==> src/rtl/cpu_pkg.sv <==
// cpu_pkg: shared definitions for the 16-bit CPU control path.
//   - opcode constants (OP_NOP .. OP_HLT)
//   - instruction field bit positions
//   - ALU operation codes shared with the ALU
//   - FSM state encoding and decoded opcode classes
package cpu_pkg;

   // Opcodes (instruction bits [15:12])
   localparam logic [3:0] OP_NOP = 4'h0;
   localparam logic [3:0] OP_ADD = 4'h1;
   localparam logic [3:0] OP_SUB = 4'h2;
   localparam logic [3:0] OP_AND = 4'h3;
   localparam logic [3:0] OP_OR  = 4'h4;
   localparam logic [3:0] OP_XOR = 4'h5;
   localparam logic [3:0] OP_LDI = 4'h6;
   localparam logic [3:0] OP_LD  = 4'h7;
   localparam logic [3:0] OP_ST  = 4'h8;
   localparam logic [3:0] OP_JZ  = 4'h9;
   localparam logic [3:0] OP_JMP = 4'hA;
   localparam logic [3:0] OP_HLT = 4'hF;

   // Instruction field bit positions
   localparam int OP_HI  = 15;
   localparam int OP_LO  = 12;
   localparam int RD_HI  = 11;
   localparam int RD_LO  = 9;
   localparam int RA_HI  = 8;
   localparam int RA_LO  = 6;
   localparam int RB_HI  = 5;
   localparam int RB_LO  = 3;
   localparam int IMM_HI = 7;
   localparam int IMM_LO = 0;

   // ALU operation codes; numerically equal to op[2:0] of the ALU opcodes
   localparam logic [2:0] ALU_NOP = 3'd0;
   localparam logic [2:0] ALU_ADD = 3'd1;
   localparam logic [2:0] ALU_SUB = 3'd2;
   localparam logic [2:0] ALU_AND = 3'd3;
   localparam logic [2:0] ALU_OR  = 3'd4;
   localparam logic [2:0] ALU_XOR = 3'd5;

   // Control FSM states; IDLE is 0 so the reset value of the debug view is 0
   typedef enum logic [2:0] {
      S_IDLE  = 3'd0,
      S_FETCH = 3'd1,
      S_EXEC  = 3'd2,
      S_MEM   = 3'd3,
      S_WB    = 3'd4,
      S_HALT  = 3'd5,
      S_ERR   = 3'd6
   } state_t;

   // Decoded instruction class
   typedef enum logic [3:0] {
      CLS_NOP = 4'd0,
      CLS_ALU = 4'd1,
      CLS_LDI = 4'd2,
      CLS_LD  = 4'd3,
      CLS_ST  = 4'd4,
      CLS_JZ  = 4'd5,
      CLS_JMP = 4'd6,
      CLS_HLT = 4'd7,
      CLS_ILL = 4'd8
   } op_class_t;

endpackage

==> src/rtl/cpu_ctrl_decode.sv <==
// cpu_ctrl_decode: purely combinational instruction decoder.
// Ports:
//   ir        in  16  instruction register contents
//   op_class  out     decoded class (alu/ldi/ld/st/jz/jmp/hlt/nop/illegal)
//   rd/ra/rb  out  3  register fields
//   alu_op    out  3  ALU code for ADD..XOR, ALU_NOP otherwise
//   imm       out  8  immediate field
module cpu_ctrl_decode
   import cpu_pkg::*;
(
   input  logic [15:0] ir,
   output op_class_t   op_class,
   output logic [2:0]  rd,
   output logic [2:0]  ra,
   output logic [2:0]  rb,
   output logic [2:0]  alu_op,
   output logic [7:0]  imm
);

   logic [3:0] op;

   assign op  = ir[OP_HI:OP_LO];
   assign rd  = ir[RD_HI:RD_LO];
   assign ra  = ir[RA_HI:RA_LO];
   assign rb  = ir[RB_HI:RB_LO];
   assign imm = ir[IMM_HI:IMM_LO];

   always_comb begin
      op_class = CLS_ILL;
      alu_op   = ALU_NOP;
      case (op)
         OP_NOP: op_class = CLS_NOP;
         OP_ADD: begin op_class = CLS_ALU; alu_op = ALU_ADD; end
         OP_SUB: begin op_class = CLS_ALU; alu_op = ALU_SUB; end
         OP_AND: begin op_class = CLS_ALU; alu_op = ALU_AND; end
         OP_OR:  begin op_class = CLS_ALU; alu_op = ALU_OR;  end
         OP_XOR: begin op_class = CLS_ALU; alu_op = ALU_XOR; end
         OP_LDI: op_class = CLS_LDI;
         OP_LD:  op_class = CLS_LD;
         OP_ST:  op_class = CLS_ST;
         OP_JZ:  op_class = CLS_JZ;
         OP_JMP: op_class = CLS_JMP;
         OP_HLT: op_class = CLS_HLT;
         default: op_class = CLS_ILL;   // opcodes B..E
      endcase
   end

endmodule

==> src/rtl/cpu_ctrl.sv <==
// cpu_ctrl: multi-cycle control unit for the 16-bit CPU.
// Sequences FETCH -> EXEC -> (MEM) -> (WB), runs the RAM request
// handshake with a bus-error timeout, and generates datapath strobes.
//
// Handshake: en_ram_in is held high for every cycle spent in FETCH or MEM;
// the RAM signals completion with en_ram_out in the same cycle that `ins`
// is valid. The request is considered accepted in any cycle where both are
// high, and the FSM leaves the access state on the following edge, so
// en_ram_in drops one cycle after completion unless the next state is
// again an access state (MEM(ST) -> FETCH). en_ram_out is ignored in all
// other states.
//
// Ports:
//   clk, rst (async, active low), en_in (run enable)
//   en_ram_out, ins          RAM completion and data
//   zero                     datapath zero flag for JZ
//   en_ram_in, ram_we, addr_sel         RAM request controls
//   ir_ld, pc_inc, pc_ld                IR / PC strobes
//   alu_op, imm_sel, mem_sel            ALU op and write-back source select
//   rf_we, rf_wa, rf_ra, rf_rb, imm     register-file controls and immediate
//   halted, bus_err, illegal            status
//   state_dbg                           current FSM state
// TIMEOUT must be >= 1 and 2**TW must exceed TIMEOUT.
module cpu_ctrl
   import cpu_pkg::*;
#(
   parameter int TIMEOUT = 15,
   parameter int TW      = 4
) (
   input  logic        clk,
   input  logic        rst,
   input  logic        en_in,
   input  logic        en_ram_out,
   input  logic [15:0] ins,
   input  logic        zero,
   output logic        en_ram_in,
   output logic        ram_we,
   output logic        addr_sel,
   output logic        ir_ld,
   output logic        pc_inc,
   output logic        pc_ld,
   output logic [2:0]  alu_op,
   output logic        imm_sel,
   output logic        mem_sel,
   output logic        rf_we,
   output logic [2:0]  rf_wa,
   output logic [2:0]  rf_ra,
   output logic [2:0]  rf_rb,
   output logic [7:0]  imm,
   output logic        halted,
   output logic        bus_err,
   output logic        illegal,
   output logic [2:0]  state_dbg
);

   // The access gives up once the counter has seen TIMEOUT-1 idle cycles and
   // the current one is idle too, i.e. after TIMEOUT unanswered request cycles.
   localparam logic [TW-1:0] WAIT_LAST = TW'(TIMEOUT - 1);

   state_t      state, next_state;
   logic [15:0] ir;
   logic [TW-1:0] wait_cnt;
   op_class_t   op_class;
   logic [2:0]  rd;
   logic        wait_expired;
   state_t      boundary_state;

   cpu_ctrl_decode u_decode (
      .ir       (ir),
      .op_class (op_class),
      .rd       (rd),
      .ra       (rf_ra),
      .rb       (rf_rb),
      .alu_op   (alu_op),
      .imm      (imm)
   );

   assign rf_wa          = rd;
   assign state_dbg      = state;
   assign wait_expired   = (wait_cnt == WAIT_LAST) && !en_ram_out;
   // run enable is only consulted between instructions
   assign boundary_state = en_in ? S_FETCH : S_IDLE;

   // State register
   always_ff @(posedge clk or negedge rst) begin
      if (!rst) state <= S_IDLE;
      else      state <= next_state;
   end

   // Instruction register
   always_ff @(posedge clk or negedge rst) begin
      if (!rst)       ir <= '0;
      else if (ir_ld) ir <= ins;
   end

   // Wait counter: cleared whenever the state changes (so on every entry to
   // FETCH or MEM, including MEM -> FETCH), counts unanswered access cycles.
   always_ff @(posedge clk or negedge rst) begin
      if (!rst)
         wait_cnt <= '0;
      else if (next_state != state)
         wait_cnt <= '0;
      else if ((state == S_FETCH || state == S_MEM) && !en_ram_out)
         wait_cnt <= wait_cnt + TW'(1);
   end

   // Next state and strobes
   always_comb begin
      next_state = state;
      en_ram_in  = 1'b0;
      ram_we     = 1'b0;
      addr_sel   = 1'b0;
      ir_ld      = 1'b0;
      pc_inc     = 1'b0;
      pc_ld      = 1'b0;
      imm_sel    = 1'b0;
      mem_sel    = 1'b0;
      rf_we      = 1'b0;
      halted     = 1'b0;
      bus_err    = 1'b0;
      illegal    = 1'b0;

      case (state)
         S_IDLE: begin
            if (en_in) next_state = S_FETCH;
         end

         S_FETCH: begin
            en_ram_in = 1'b1;
            if (en_ram_out) begin
               ir_ld      = 1'b1;
               pc_inc     = 1'b1;
               next_state = S_EXEC;
            end else if (wait_expired) begin
               next_state = S_ERR;
            end
         end

         S_EXEC: begin
            case (op_class)
               CLS_ALU, CLS_LDI: next_state = S_WB;
               CLS_LD, CLS_ST:   next_state = S_MEM;
               CLS_JZ: begin
                  pc_ld      = zero;
                  next_state = boundary_state;
               end
               CLS_JMP: begin
                  pc_ld      = 1'b1;
                  next_state = boundary_state;
               end
               CLS_HLT: next_state = S_HALT;
               CLS_ILL: begin
                  illegal    = 1'b1;
                  next_state = boundary_state;
               end
               default: next_state = boundary_state;   // NOP
            endcase
         end

         S_MEM: begin
            en_ram_in = 1'b1;
            addr_sel  = 1'b1;
            ram_we    = (op_class == CLS_ST);
            if (en_ram_out) begin
               next_state = (op_class == CLS_LD) ? S_WB : boundary_state;
            end else if (wait_expired) begin
               next_state = S_ERR;
            end
         end

         S_WB: begin
            rf_we      = 1'b1;
            mem_sel    = (op_class == CLS_LD);
            imm_sel    = (op_class == CLS_LDI);
            next_state = boundary_state;
         end

         S_HALT: halted  = 1'b1;
         S_ERR:  bus_err = 1'b1;

         default: next_state = S_IDLE;
      endcase
   end

endmodule

==> config.mk <==
export PLATFORM = sky130hd
export DESIGN_NAME = cpu_ctrl
export DESIGN_NICKNAME = d
export VERILOG_FILES = /design/src/rtl/cpu_pkg.sv /design/src/rtl/cpu_ctrl_decode.sv /design/src/rtl/cpu_ctrl.sv
export SDC_FILE = /design/constraint.sdc
export NUM_CORES = 1
export LEC_CHECK = 0
export ABC_AREA = 1
export ABC_CLOCK_PERIOD_IN_PS = 2550
export CAP_MARGIN = 15
export CORE_MARGIN = 2
export CORE_UTILIZATION = 45
export DETAILED_ROUTE_END_ITERATION = 10
export HOLD_SLACK_MARGIN = 0.03
export PLACE_DENSITY = 0.85
export RECOVER_POWER = 25
export SYNTH_ARGS = -nofsm -noshare
export SYNTH_HDL_FRONTEND = slang
export SYNTH_SLANG_ARGS = --single-unit
export TNS_END_PERCENT = 10
==> constraint.sdc <==
create_clock -name clk -period 2.55 [get_ports clk]
set_input_delay 0.51 -clock clk [delete_from_list [all_inputs] [get_ports clk]]
set_output_delay 0.51 -clock clk [all_outputs]
set_load 0.01 [all_outputs]
==> results.md, run 1 <==
- **result of the run** finished clean
- **static leakage** 0.963 nW
- **sequential area share after synthesis** 39.7%
- **initial antenna violation count** 0
- **hold wc startpoint** ir[9]
- **share of power burned in combinational logic** 59.6%
- **final count of hold timing violations** 0
- **Die Outline Area** 3700 um^2
- **endpoint arrival time on the critical path** 1880 ps
- **path category of the worst min-delay check** flip-flop to flip-flop
- **FP Rows** 20
- **clock tree root buffer cell** sky130_fd_sc_hd__clkbuf_4
- **Clock Sinks** 23
- **critical register-to-register path startpoint** wait_cnt[0]
- **clock slew seen by the registers of the worst setup and hold paths** 130 ps
- **synthesized instance count** 195
- **Worst R2R Path Depth** 10
- **part of the power in registers** 32.5%
- **average via count per standard cell** 4.44
- **Seq cells post-synth** 23
- **count of cells along the worst hold path** 2
- **average wire length per cell after detail routing** 10.6 um
- **Yosys Warn Count** 0
- **clock tree skew after final layout** 5.53 ps
- **Power Internal** 0.00119 W
- **final wirelength** 2.98 mm
- **post-CTS setup-driven buffer insertion count** 0
- **TritonCTS clock tree** built
- **H-tree Lvls** 1
- **Remaining Overflow, GRT** 0
- **first-pass GRT wire length** 4.97 mm
- **kind of end point of the critical path** output port
- **Remaining DRCs** 0
- **antenna diode count** 0
- **most frequent cells in the layout** sky130_fd_sc_hd__nand2_1, sky130_fd_sc_hd__clkdlybuf4s50_1, sky130_fd_sc_hd__dfrtp_1, sky130_fd_sc_hd__nor2_1, sky130_fd_sc_hd__nand3_1
- **area delta synth->final** 35.5%
- **first drt pass iteration count** 4
- **areal power density over the cells** 1060 nW/um^2
- **proportion of power drawn by the clock network** 7.9%
- **unrepaired setup endpoints after global routing** false
- **worst ir drop on vdd** 0.625 mV
- **final clock period utilization by the worst path** 93.6%
- **IO Pins** 56
- **Initial Utilization** 47.5%
- **time the worst path needs with I/O delays and setup** 2390 ps
- **largest net degree at the start of global routing** 24
- **number of buffer cells added on primary ports** 55
- **Max Cap Viol** 0
- **max-slew violations** 0
- **Post-layout nets** 262
- **Final WS setup** 164 ps
- **overall global routing resource usage** 17.9%
- **worst reg2reg path endpoint** wait_cnt[0]
- **Die X-Extent** 60.8 um
- **sum of negative setup slack** 0 ps
- **startpoint class of the critical path** flip-flop
- **clock network latency to the later pin of the worst-skew pair** 300 ps
- **slew at the pin with the worst max-slew slack** 1240 ps
- **Setup Crit Path Kind** flip-flop to output port
- **die span in y** 60.8 um
- **number of global-route vias before repair** 1169
- **flop-to-flop setup slack** 900 ps
- **CTS buffer count** 3
- **Synth Cell Area** 1450 um^2
- **half-perimeter wire length after detailed placement** 2.41 mm
- **share of cells above drive strength 1** 14.3%
- **antenna violation net count after detailed routing** 0
- **area of the core** 3050 um^2
- **number of endpoints failing setup at the final stage** 0
- **Post-Syn Nets** 218
- **number of DRC markers in iteration 0** 54
- **number of distinct standard cells referenced by the synthesized netlist** 26
- **required time reported for the critical path endpoint** 2040 ps
- **Routability Congestion** 0.847
- **buffer depth of the longest clock path** 2
- **leading cell type in the layout, fill and taps excluded** sky130_fd_sc_hd__nand2_1
- **synthesized area divided by synthesized cell count** 7.44 um^2
- **total via count after detailed routing** 1251
- **endpoint with the worst hold slack** ir[9]
- **timing-limited maximum frequency** 419 MHz
- **Crit Path Max Fanout** 6
- **slew margin rel.** 17.1%
- **setup slack after placement** 218 ps
- **share of total power consumed by net switching** 43.0%
- **net switching power** 0.000895 W
sequential cells by signal, indices dropped and copies added (netlist names):
name / cells
ir: 16
state_dbg: 3
wait_cnt: 4
cell usage after synthesis:
cell type / instances / area share (%)
sky130_fd_sc_hd__nand2_1: 66 / 17
sky130_fd_sc_hd__dfrtp_1: 23 / 40
sky130_fd_sc_hd__buf_4: 18 / 9.3
sky130_fd_sc_hd__nor2_1: 14 / 3.6
sky130_fd_sc_hd__inv_1: 13 / 3.4
sky130_fd_sc_hd__nand3_1: 13 / 4.5
sky130_fd_sc_hd__inv_2: 7 / 1.8
sky130_fd_sc_hd__o21ai_0: 5 / 1.7
sky130_fd_sc_hd__nand2_2: 4 / 1.7
sky130_fd_sc_hd__nand4_1: 4 / 1.7
sky130_fd_sc_hd__a21oi_1: 3 / 1.0
sky130_fd_sc_hd__nor2_2: 3 / 1.3
sky130_fd_sc_hd__nor2_4: 3 / 2.3
sky130_fd_sc_hd__xor2_1: 3 / 1.8
sky130_fd_sc_hd__a21oi_2: 2 / 1.2
sky130_fd_sc_hd__buf_2: 2 / 0.69
sky130_fd_sc_hd__ha_1: 2 / 1.7
sky130_fd_sc_hd__nand3_2: 2 / 1.4
sky130_fd_sc_hd__a31oi_1: 1 / 0.43
sky130_fd_sc_hd__buf_6: 1 / 0.78
sky130_fd_sc_hd__clkbuf_1: 1 / 0.26
sky130_fd_sc_hd__inv_4: 1 / 0.43
sky130_fd_sc_hd__nand3b_1: 1 / 0.52
sky130_fd_sc_hd__nor3_1: 1 / 0.34
sky130_fd_sc_hd__nor3_2: 1 / 0.69
sky130_fd_sc_hd__o2111ai_1: 1 / 0.60
repair_timing:
| action | 4_1_cts | 5_1_grt |
|---|---|---|
| resized for setup | 1 | 1 |
| setup endpoints to repair | 2 | 2 |
| hold buffers | 0 | 0 |
cell type report:
cell class	count	area, um^2
clock buffer	3	22.5
sequential	23	577
clock inverter	1	5.00
timing repair buffer	61	592
fill	275	1090
tap	44	55.1
inverter	21	81.3
multi-input combinational	129	634
critical path, stage by stage, from the launching register on:
cell and delay [ps]:
sky130_fd_sc_hd__dfrtp_1 470, sky130_fd_sc_hd__inv_2 90, sky130_fd_sc_hd__nand2_2 100, sky130_fd_sc_hd__nor2_2 140, sky130_fd_sc_hd__nand2_1 110, sky130_fd_sc_hd__inv_2 120
sky130_fd_sc_hd__clkdlybuf4s50_1 540
layer usage:
layer | routed length [um] | global-route usage (%)
met1 | 1420 | 22.5
met2 | 1450 | 32.1
met3 | 80 | 1.92
met4 | 27 | 5.59
met5 | 0 | 0
through the flow:
| stage | util, % | hold slack (ps) | instances | instance area [um^2] | power [W] |
|---|---|---|---|---|---|
| 3_3_place_gp | 63.6 | 462 | 278 | 1940 | 0.00191 |
| 4_1_cts | 64.5 | 496 | 282 | 1970 | 0.00210 |
| 3_5_place_dp | 63.6 | 464 | 278 | 1940 | 0.00193 |
| 2_1_floorplan | - | 214 | 195 | 1450 | 0.00153 |
| 6_report | 64.4 | 491 | 282 | 1970 | 0.00208 |
| 5_1_grt | 64.4 | 518 | 282 | 1970 | 0.00227 |
power by group through the flow:
| stage | logic, W | registers [W] | clock network, W |
|---|---|---|---|
| after CTS | 0.00126 | 0.000676 | 0.000173 |
| after detailed placement | 0.00125 | 0.000682 | 0 |
| after global placement | 0.00124 | 0.000674 | 0 |
| after global routing | 0.00138 | 0.000705 | 0.000186 |
| after floorplan | 0.000887 | 0.000647 | 0 |
| final | 0.00124 | 0.000676 | 0.000163 |
logic make-up after synthesis:
kind of cell	after synthesis	share of synthesized area, %
buffers and inverters	43	16.6
adders and majority gates	2	1.72
xor gates and xnor gates	3	1.81
and+or+nand+nor	112	35.2
DFF	23	39.7
AOI/OAI and AO/OA	12	5.00
how the worst max path moves through the flow:
stage	slack (ps)	from	endpoint	depth (start not counted)
after global routing	40	state_dbg[1]	pc_ld	5
after CTS	80	state_dbg[2]	pc_inc	6
after floorplan	780	state_dbg[0]	pc_inc	7
final	160	state_dbg[2]	pc_inc	6
after global placement	210	en_ram_out	pc_inc	4
after detailed placement	220	en_ram_out	ir_ld	4
Note: power is estimated with default switching activity, not from simulation.
==> run 2, diff against run 1 <==
CTS_BUF_LIST = sky130_fd_sc_hd__clkbuf_16   (was unset)
==> run 2 against run 1 <==
Against the previous run:
- cell area increased by 2.7%
- worst setup slack got worse by 0.99 ps
- critical path depth unchanged
- clock power increased by 110%
- fmax about the same
- critical endpoint unchanged
- sequential share of layout area decreased by 0.76 points
- first-iteration DRC count increased by 19%
- highest routed layer unchanged
- worst hold slack got worse by 15 ps
- sequential power increased by 0.6%
- die area unchanged
- largest cell class unchanged
==> results.md, run 2 (synthesized netlist as in run 1, its figures left out) <==
- **final count of hold timing violations** 0, unchanged
- **endpoint arrival time on the critical path** 1880 ps, about the same
- **initial antenna violation count** 0, unchanged
- **worst ir drop on vdd** 0.564 mV, -9.6%
- **slew at the pin with the worst max-slew slack** 1230 ps, -16.4 ps
- **Setup Crit Path Kind** flip-flop to output port
- **Die Outline Area** 3700 um^2, unchanged
- **number of global-route vias before repair** 1176, +0.60%
- **Final Non-Filler Cells** 282, unchanged
- **leading cell type in the layout, fill and taps excluded** sky130_fd_sc_hd__nand2_1
- **antenna diode count** 0, unchanged
- **total via count after detailed routing** 1263, +0.96%
- **Routability Congestion** 0.847, unchanged
- **area delta synth->final** 39.1%
- **number of buffer cells added on primary ports** 55, unchanged
- **static leakage** 0.989 nW, +2.6%
- **clock tree skew after final layout** 1.09 ps, -4.44 ps
- **post-CTS setup-driven buffer insertion count** 0, unchanged
- **largest stage delay on the critical path** 570 ps, +30 ps
- **die span in y** 60.8 um, unchanged
- **startpoint class of the critical path** flip-flop
- **buffer depth of the longest clock path** 2, unchanged
- **Most flops, register** ir
- **Initial Utilization** 47.5%, unchanged
- **unrepaired setup endpoints after global routing** false
- **result of the run** finished clean
- **final hold slack** 477 ps, -14.7 ps
- **first-pass GRT wire length** 5.12 mm, +2.9%
- **average via count per standard cell** 4.48, +0.96%
- **number of DRC markers in iteration 0** 64, +19%
- **path category of the worst min-delay check** flip-flop to flip-flop
- **number of cells after detailed placement** 278, unchanged
- **Max Cap Viol** 0, unchanged
- **FP Rows** 20, unchanged
- **slew margin rel.** 18.2%, +1.1 points
- **area of the core** 3050 um^2, unchanged
- **number of endpoints failing setup at the final stage** 0, unchanged
- **clock slew seen by the registers of the worst setup and hold paths** 60 ps, -70 ps
- **kind of end point of the critical path** output port
- **first drt pass iteration count** 4, unchanged
- **timing-limited maximum frequency** 419 MHz, about the same
- **clock tree root buffer cell** sky130_fd_sc_hd__clkbuf_16
- **most frequent cells in the layout** sky130_fd_sc_hd__nand2_1, sky130_fd_sc_hd__clkdlybuf4s50_1, sky130_fd_sc_hd__dfrtp_1, sky130_fd_sc_hd__nor2_1
- **half-perimeter wire length after detailed placement** 2.41 mm, unchanged
- **IO Pins** 56, unchanged
- **fillcell total** 266, -3.3%
- **time the worst path needs with I/O delays and setup** 2390 ps, +0.985 ps
- **overall power** 0.00226 W, +8.7%
- **areal power density over the cells** 1120 nW/um^2, +5.8%
- **Clock Sinks** 23, unchanged
- **overall global routing resource usage** 18.8%, +0.92 points
- **share of cells above drive strength 1** 13.9%, -0.42 points
- **final wirelength** 3.10 mm, +3.8%
- **H-tree Lvls** 1, unchanged
- **Die X-Extent** 60.8 um, unchanged
- **Remaining DRCs** 0, unchanged
- **final clock period utilization by the worst path** 93.6%, about the same
- **largest net degree at the start of global routing** 24, unchanged
- **slowest cell on the critical path** sky130_fd_sc_hd__clkdlybuf4s50_1
- **required time reported for the critical path endpoint** 2040 ps, about the same
- **Post-layout nets** 262, unchanged
- **TritonCTS clock tree** built
- **number of flip-flops under the largest register name** 16, unchanged
- **cts hold-fix bufs** 0, unchanged
- **CP Cell Sequence** inv_2 -> nand2_2 -> nor2_2 -> nand2_1 -> inv_1 -> clkdlybuf4s50_1
- **CTS buffer count** 3, unchanged
- **clock network latency to the later pin of the worst-skew pair** 260 ps, -40 ps
- **post-CTS sizing** 0, -1
- **sum of negative setup slack** 0 ps, unchanged
- **antenna violation net count after detailed routing** 0, unchanged
- **average wire length per cell after detail routing** 11.0 um, +3.8%
- **Crit Path Max Fanout** 6, unchanged
- **max-slew violations** 0, unchanged
- **Remaining Overflow, GRT** 0, unchanged
[run 2: cell counts in the layout (fill, tap and decap cells not counted)]
No cell type changed its count.
[run 2: worst paths after layout]
path / endpoint / slack [ps] / cells past startpoint / start
max in group asynchronous: state_dbg[0] / 710 / 2 / rst
worst max register to register: wait_cnt[0] / 920 / 10 / wait_cnt[0]
min in group asynchronous: ir[9] / 1030 / 2 / rst
worst max-delay path: pc_inc / 160 / 6 / state_dbg[2]
worst min register to register: ir[9] / 480 / 2 / ir[9]
worst min-delay path: ir[9] / 480 / 2 / ir[9]
[run 2: layer usage]
metal | wire [um] | vias to the layer above | GRT usage (%) | part of all wire (%)
met3 | 107 | 5 | 2.56 | 3.5
met4 | 55 | 0 | 8.39 | 1.8
li1 | - | 678 | - | -
met1 | 1440 | 553 | 23.0 | 47
met5 | 0 | - | 0 | 0
met2 | 1490 | 27 | 32.9 | 48
[run 2: report_power, final]
part | internal, W | total [W] | switching [W]
registers | 0.000521 | 0.000680 | 0.000159
clock network | 0.000211 | 0.000340 | 0.000129
logic | 0.000608 | 0.00124 | 0.000633
total | 0.00134 | 0.00226 | 0.000921
[run 2: critical path: cells and delay by family (launching register included)]
family | cells | cell delay, ps
AND/OR/NAND/NOR | 3 | 340
flip-flops | 1 | 450
buffers and inverters | 3 | 840
[run 2: layout make-up]
type                    instances  area [um^2]  area share [%]
well taps                      44         55.1            2.73
clock buffers                   3         75.1            3.72
clock inverters                 1         5.00           0.248
flip-flops and latches         23          577            28.6
repair buffers                 61          592            29.3
multi-input cells             129          634            31.4
inverters                      21         81.3            4.03
[run 2: metrics by stage]
stage / setup WS (ps) / util (%) / instance area (um^2)
global route: 67.7 / 66.1 / 2020
finish: 163 / 66.1 / 2020
detailed placement: 218 / 63.6 / 1940
CTS: 52.7 / 66.2 / 2020
floorplan: 777 / - / 1450
global placement: 210 / 63.6 / 1940
==> run 3, diff against run 2 <==
RECOVER_POWER = unset   (was 25)
==> run 3 against run 2 <==
Against the previous run:
- register-to-register slack about the same
- sequential power barely moved
- global-route usage stayed put
- sequential share of layout area shrank 0.053 points
- critical path depth unchanged
- largest cell class unchanged
- largest power group unchanged
==> results.md, run 3 (synthesized netlist as in run 1, its figures left out) <==
- **result of the run** finished clean
- **areal power density over the cells** 1120 nW/um^2, -0.15%
- **number of endpoints failing setup at the final stage** 0, unchanged
- **Routability Congestion** 0.847, unchanged
- **clock network latency to the later pin of the worst-skew pair** 260 ps, about the same
- **Max Cap Viol** 0, unchanged
- **Initial Utilization** 47.5%, unchanged
- **sum of negative setup slack** 0 ps, unchanged
- **count of cells along the worst hold path** 2, unchanged
- **max-slew violations** 0, unchanged
- **worst ir drop on vdd** 0.564 mV, about the same
- **Worst R2R Path Depth** 10, unchanged
- **time the worst path needs with I/O delays and setup** 2390 ps, -0.851 ps
- **hold wc startpoint** ir[9]
- **number of global-route vias before repair** 1176, unchanged
- **Die X-Extent** 60.8 um, unchanged
- **number of buffer cells added on primary ports** 55, unchanged
- **buffer depth of the longest clock path** 2, unchanged
- **net switching power** 0.000921 W, about the same
- **startpoint class of the critical path** flip-flop
- **share of power burned in combinational logic** 54.9%, about the same
- **area occupied by multi-input gates** 634 um^2, unchanged
- **first-pass GRT wire length** 5.12 mm, unchanged
- **kind of end point of the critical path** output port
- **largest net degree at the start of global routing** 24, unchanged
- **Remaining DRCs** 0, unchanged
- **worst reg2reg path endpoint** wait_cnt[0]
- **half-perimeter wire length after detailed placement** 2.41 mm, unchanged
- **H-tree Lvls** 1, unchanged
- **average via count per standard cell** 4.46, -0.40%
- **overall power** 0.00226 W, about the same
- **timing-limited maximum frequency** 419 MHz, about the same
- **area of the core** 3050 um^2, unchanged
- **post-CTS sizing** 0, unchanged
- **overall global routing resource usage** 18.8%, unchanged
- **number of DRC markers in iteration 0** 64, unchanged
- **final clock period utilization by the worst path** 93.6%, about the same
- **leading cell type in the layout, fill and taps excluded** sky130_fd_sc_hd__nand2_1
- **clock slew seen by the registers of the worst setup and hold paths** 60 ps, about the same
- **first drt pass iteration count** 5, +1
- **endpoint arrival time on the critical path** 1880 ps, about the same
- **critical register-to-register path startpoint** wait_cnt[0]
- **FP Rows** 20, unchanged
- **clock tree skew after final layout** 1.14 ps, +0.0439 ps
- **clock tree root buffer cell** sky130_fd_sc_hd__clkbuf_16
- **static leakage** 0.992 nW, +0.34%
- **average wire length per cell after detail routing** 11.0 um, -0.13%
- **part of the power in registers** 30.0%, about the same
- **Clock Sinks** 23, unchanged
- **antenna diode count** 0, unchanged
- **share of total power consumed by net switching** 40.7%, about the same
- **flop-to-flop setup slack** 920 ps, about the same
- **Post-layout nets** 262, unchanged
- **Final Non-Filler Cells** 282, unchanged
- **antenna violation net count after detailed routing** 0, unchanged
- **fillcell total** 265, -0.38%
- **TritonCTS clock tree** built
- **IO Pins** 56, unchanged
- **post-layout utilization of the core** 66.3%, +0.12 points
- **initial antenna violation count** 0, unchanged
- **area delta synth->final** 39.4%
- **slew at the pin with the worst max-slew slack** 301 ps, -925 ps
- **required time reported for the critical path endpoint** 2040 ps, about the same
- **path category of the worst min-delay check** flip-flop to flip-flop
- **number of cells after detailed placement** 278, unchanged
- **unrepaired setup endpoints after global routing** false
- **proportion of power drawn by the clock network** 15.0%, about the same
- **Remaining Overflow, GRT** 0, unchanged
- **endpoint with the worst hold slack** ir[9]
- **final count of hold timing violations** 0, unchanged
- **CTS buffer count** 3, unchanged
- **Most flops, register** ir
- **final wirelength** 3.09 mm, -0.13%
- **share of cells above drive strength 1** 14.3%, +0.42 points
- **Die Outline Area** 3700 um^2, unchanged
- **cts hold-fix bufs** 0, unchanged
- **die span in y** 60.8 um, unchanged
- **slew margin rel.** 79.8%, +62 points
- **Setup Crit Path Kind** flip-flop to output port
- **Crit Path Max Fanout** 6, unchanged
- **area taken by flip-flops and latches** 577 um^2, unchanged
- **total via count after detailed routing** 1258, -0.40%
- **Power Internal** 0.00134 W, about the same
- **number of flip-flops under the largest register name** 16, unchanged
- **most frequent cells in the layout** sky130_fd_sc_hd__nand2_1, sky130_fd_sc_hd__clkdlybuf4s50_1, sky130_fd_sc_hd__dfrtp_1, sky130_fd_sc_hd__nor2_1
- **post-CTS setup-driven buffer insertion count** 0, unchanged
## run 3: cell types whose count changed in the layout (fill, tap and decap cells not counted), sizes merged
cell	previous run	this run
dlygate4sd3	1	0
clkdlybuf4s50	54	55
buf	5	6
clkbuf	4	3
## run 3: area by class of cell
class | instances | area share (%)
clock buffer | 3 | 3.71
tap | 44 | 2.72
sequential | 23 | 28.5
multi-input combinational | 129 | 31.4
clock inverter | 1 | 0.247
timing repair buffer | 61 | 29.4
inverter | 21 | 4.02
## run 3: power groups by stage
stage	sequential, W	clock, W	combinational (W)
5_1_grt	0.000709	0.000364	0.00138
3_5_place_dp	0.000682	0	0.00125
4_1_cts	0.000677	0.000353	0.00126
2_1_floorplan	0.000647	0	0.000887
3_3_place_gp	0.000674	0	0.00124
6_report	0.000680	0.000340	0.00124
## run 3: worst max path at each step
stage               cells past startpoint    startpoint  endpoint
floorplan                               7  state_dbg[0]    pc_inc
global placement                        4    en_ram_out    pc_inc
detailed placement                      4    en_ram_out     ir_ld
CTS                                     5  state_dbg[0]    pc_inc
global route                            6  state_dbg[2]     ir_ld
finish                                  6  state_dbg[2]    pc_inc
## run 3: critical path, cell delays in order (launching register included)
cell and delay (ps):
sky130_fd_sc_hd__dfrtp_1 450, sky130_fd_sc_hd__inv_2 90, sky130_fd_sc_hd__nand2_2 100, sky130_fd_sc_hd__nor2_2 140, sky130_fd_sc_hd__nand2_1 100, sky130_fd_sc_hd__inv_1 180, sky130_fd_sc_hd__clkdlybuf4s50_1 570
## run 3: stage by stage
| stage | cell area (um^2) | hold WS [ps] | worst slack (ps) |
|---|---|---|---|
| after global routing | 2020 | 501 | 67.7 |
| after detailed placement | 1940 | 464 | 218 |
| after CTS | 2020 | 481 | 52.7 |
| after global placement | 1940 | 462 | 210 |
| after floorplan | 1450 | 214 | 777 |
| final | 2020 | 477 | 164 |
## run 3: per-layer routing
| metal | wire length, um | global-route usage (%) | vias up | part of all wire, % |
|---|---|---|---|---|
| met1 | 1440 | 23.0 | 546 | 46 |
| li1 | - | - | 678 | - |
| met3 | 113 | 2.56 | 5 | 3.7 |
| met2 | 1490 | 32.9 | 29 | 48 |
| met5 | 0 | 0 | - | 0 |
| met4 | 55 | 8.39 | 0 | 1.8 |
==> RTL change, RTL diff (config.mk and constraints of run 2) <==
Make the reset (`rst`) synchronous in 3 clocked blocks. Comments in the files are not updated.
--- a/src/rtl/cpu_ctrl.sv
+++ b/src/rtl/cpu_ctrl.sv
@@ -84,3 +84,3 @@
    // State register
-   always_ff @(posedge clk or negedge rst) begin
+   always_ff @(posedge clk) begin
       if (!rst) state <= S_IDLE;
@@ -90,3 +90,3 @@
    // Instruction register
-   always_ff @(posedge clk or negedge rst) begin
+   always_ff @(posedge clk) begin
       if (!rst)       ir <= '0;
@@ -97,3 +97,3 @@
    // FETCH or MEM, including MEM -> FETCH), counts unanswered access cycles.
-   always_ff @(posedge clk or negedge rst) begin
+   always_ff @(posedge clk) begin
       if (!rst)
Check against the original RTL: differs if rst is asserted again (counterexample within 4 cycles, from zero or initial values and one cycle with rst low); with rst held inactive, the same outputs for 10 cycles.
==> RTL change against run 2 <==
Wire length increased by 4.1%. Via count grew 6.3%. Die area fell by 8.3%. Setup slack worse by 33 ps. Final cell count shrank 3.5%. Area after synthesis down 8.9%. Sequential cell count stayed put. Global-route usage up 2.2 points. Design area fell by 7.7%. First-iteration DRC count decreased by 23%.
Power is not compared: it rests on default switching activity, and its combinational part moved more than twofold at a synthesized area within 25%.
==> RTL change: results <==
[place]
port_buffers = 55
dp_hpwl_mm = 2.35
gp_congestion = 0.908

[clock_tree]
htreeDepth = 1
ctsResizeCount = 0
insertion_delay_ps = 250
cts_root_buf = "clkbuf_16"
cts_setup_buffers = 0
clkTransAtPathRegs_ps = 60

[routing]
drtIter0Drc = 49
wl_mm = 3.22
routed_via_density = 4.93
avgRoutedWirePerCell_um = 11.9

[worst_hold_path]
whs_path_depth = 2
min-delay-start = "ir[8]$_SDFFE_PN0P_"
min_to = "ir[8]$_SDFFE_PN0P_"

[logic_synthesis]
yosys-top-cells-count = "nor2_1, nand2_1, dfxtp_1"
synth_nets = 223
synth-seq-area-share_pct = 34.8
async_reset_ff_share_pct = 0
ys_types = 23
postSynthAreaPerCell_um2 = 6.61
synth_area_leaders = "dfxtp_1, nor2_1, buf_4"
ys_warn_count = 0

[global_routing]
antenna_found_initial = 0
grt_pass1_vias = 1301
grt_usage_pct = 21.0
grt_pass1_wl_mm = 5.51
grt_max_degree = 21

[worst_setup_path]
reg2reg_to = "ir[12]$_SDFFE_PN0P_"
r2r.worst_path.cells = 7
reg2reg_from = "state_dbg[2]$_SDFF_PN0_"
critical_path_arrival_ps = 1910
critPathSlowestCell = "clkdlybuf4s50_1"
path_max_fanout = 7
cp_top_family = "buffers and inverters"
ff2ff_setup_slack_ps = 710
cpPeakStageDelay_ps = 550

[cells_and_area]
largest_reg_flops = 16
largest-register = "ir"
antenna_cells = 0
finalNetCount = 265
fill_cells = 247
layout-drive-gt1-share_pct = 7.47

[timing]
holdWs_ps = 486
fin_worst_skew_ps = 3.58
worst_slew_pin_slew_ps = 728

[outcome]
status = "complete, no violations"
-- RTL change: area by class of cell --
type	count	area, um2	share of cell area [%]
inverters	23	86.3	4.63
clock buffers	3	75.1	4.03
flip-flops and latches	23	462	24.8
clock inverters	1	7.51	0.403
multi-input cells	132	621	33.3
repair buffers	59	573	30.8
well taps	31	38.8	2.08
-- RTL change: how the worst max path moves through the flow --
stage | endpoint | cells past startpoint | from | slack (ps)
after floorplan | pc_inc | 7 | state_dbg[2]$_SDFF_PN0_ | 830
final | ir_ld | 6 | state_dbg[2]$_SDFF_PN0_ | 130
after CTS | pc_ld | 7 | state_dbg[1]$_SDFF_PN0_ | 150
after detailed placement | ir_ld | 4 | en_ram_out | 240
after global routing | ir_ld | 6 | state_dbg[2]$_SDFF_PN0_ | 20
after global placement | ir_ld | 4 | en_ram_out | 250
-- RTL change: worst register-to-register path, stage by stage (launching register included) --
cell      delay [ps]
dfxtp_1          400
inv_1            160
nand2_2          130
nor2_2            70
nand2_1          110
clkbuf_1         580
o21ai_0          190
a21oi_1          140
-- RTL change: through the flow --
step / setup slack (ps) / utilization, % / instance area [um2]
6_report: 131 / 67.0 / 1860
5_1_grt: 21.4 / 67.0 / 1860
4_1_cts: 151 / 67.3 / 1870
3_5_place_dp: 244 / 64.3 / 1790
3_3_place_gp: 255 / 64.3 / 1790
2_1_floorplan: 835 / - / 1320
-- RTL change: logic make-up after synthesis --
family | Yosys count | share of synthesized area, %
and+or+nand+nor | 96 | 31.2
buffers and inverters | 45 | 18.1
AOI/OAI and AO/OA | 31 | 12.0
DFF | 23 | 34.8
xor gates and xnor gates | 3 | 1.99
adders and majority gates | 2 | 1.89
-- RTL change: power by group through the flow --
stage	combinational (mW)	sequential (mW)	clock [mW]
after floorplan	0.125	0.404	0
after global placement	0.204	0.406	0
after detailed placement	0.206	0.407	0
after CTS	0.210	0.400	0.345
after global routing	0.229	0.403	0.361
final	0.206	0.400	0.340
-- RTL change: metal layers --
layer / share of wire (%) / GRT usage [%] / vias to the layer above
met5: 0 / 0 / -
met1: 42 / 22.5 / 593
met3: 4.4 / 4.02 / 6
met4: 2.2 / 12.3 / 0
met2: 52 / 38.0 / 36
li1: - / - / 707
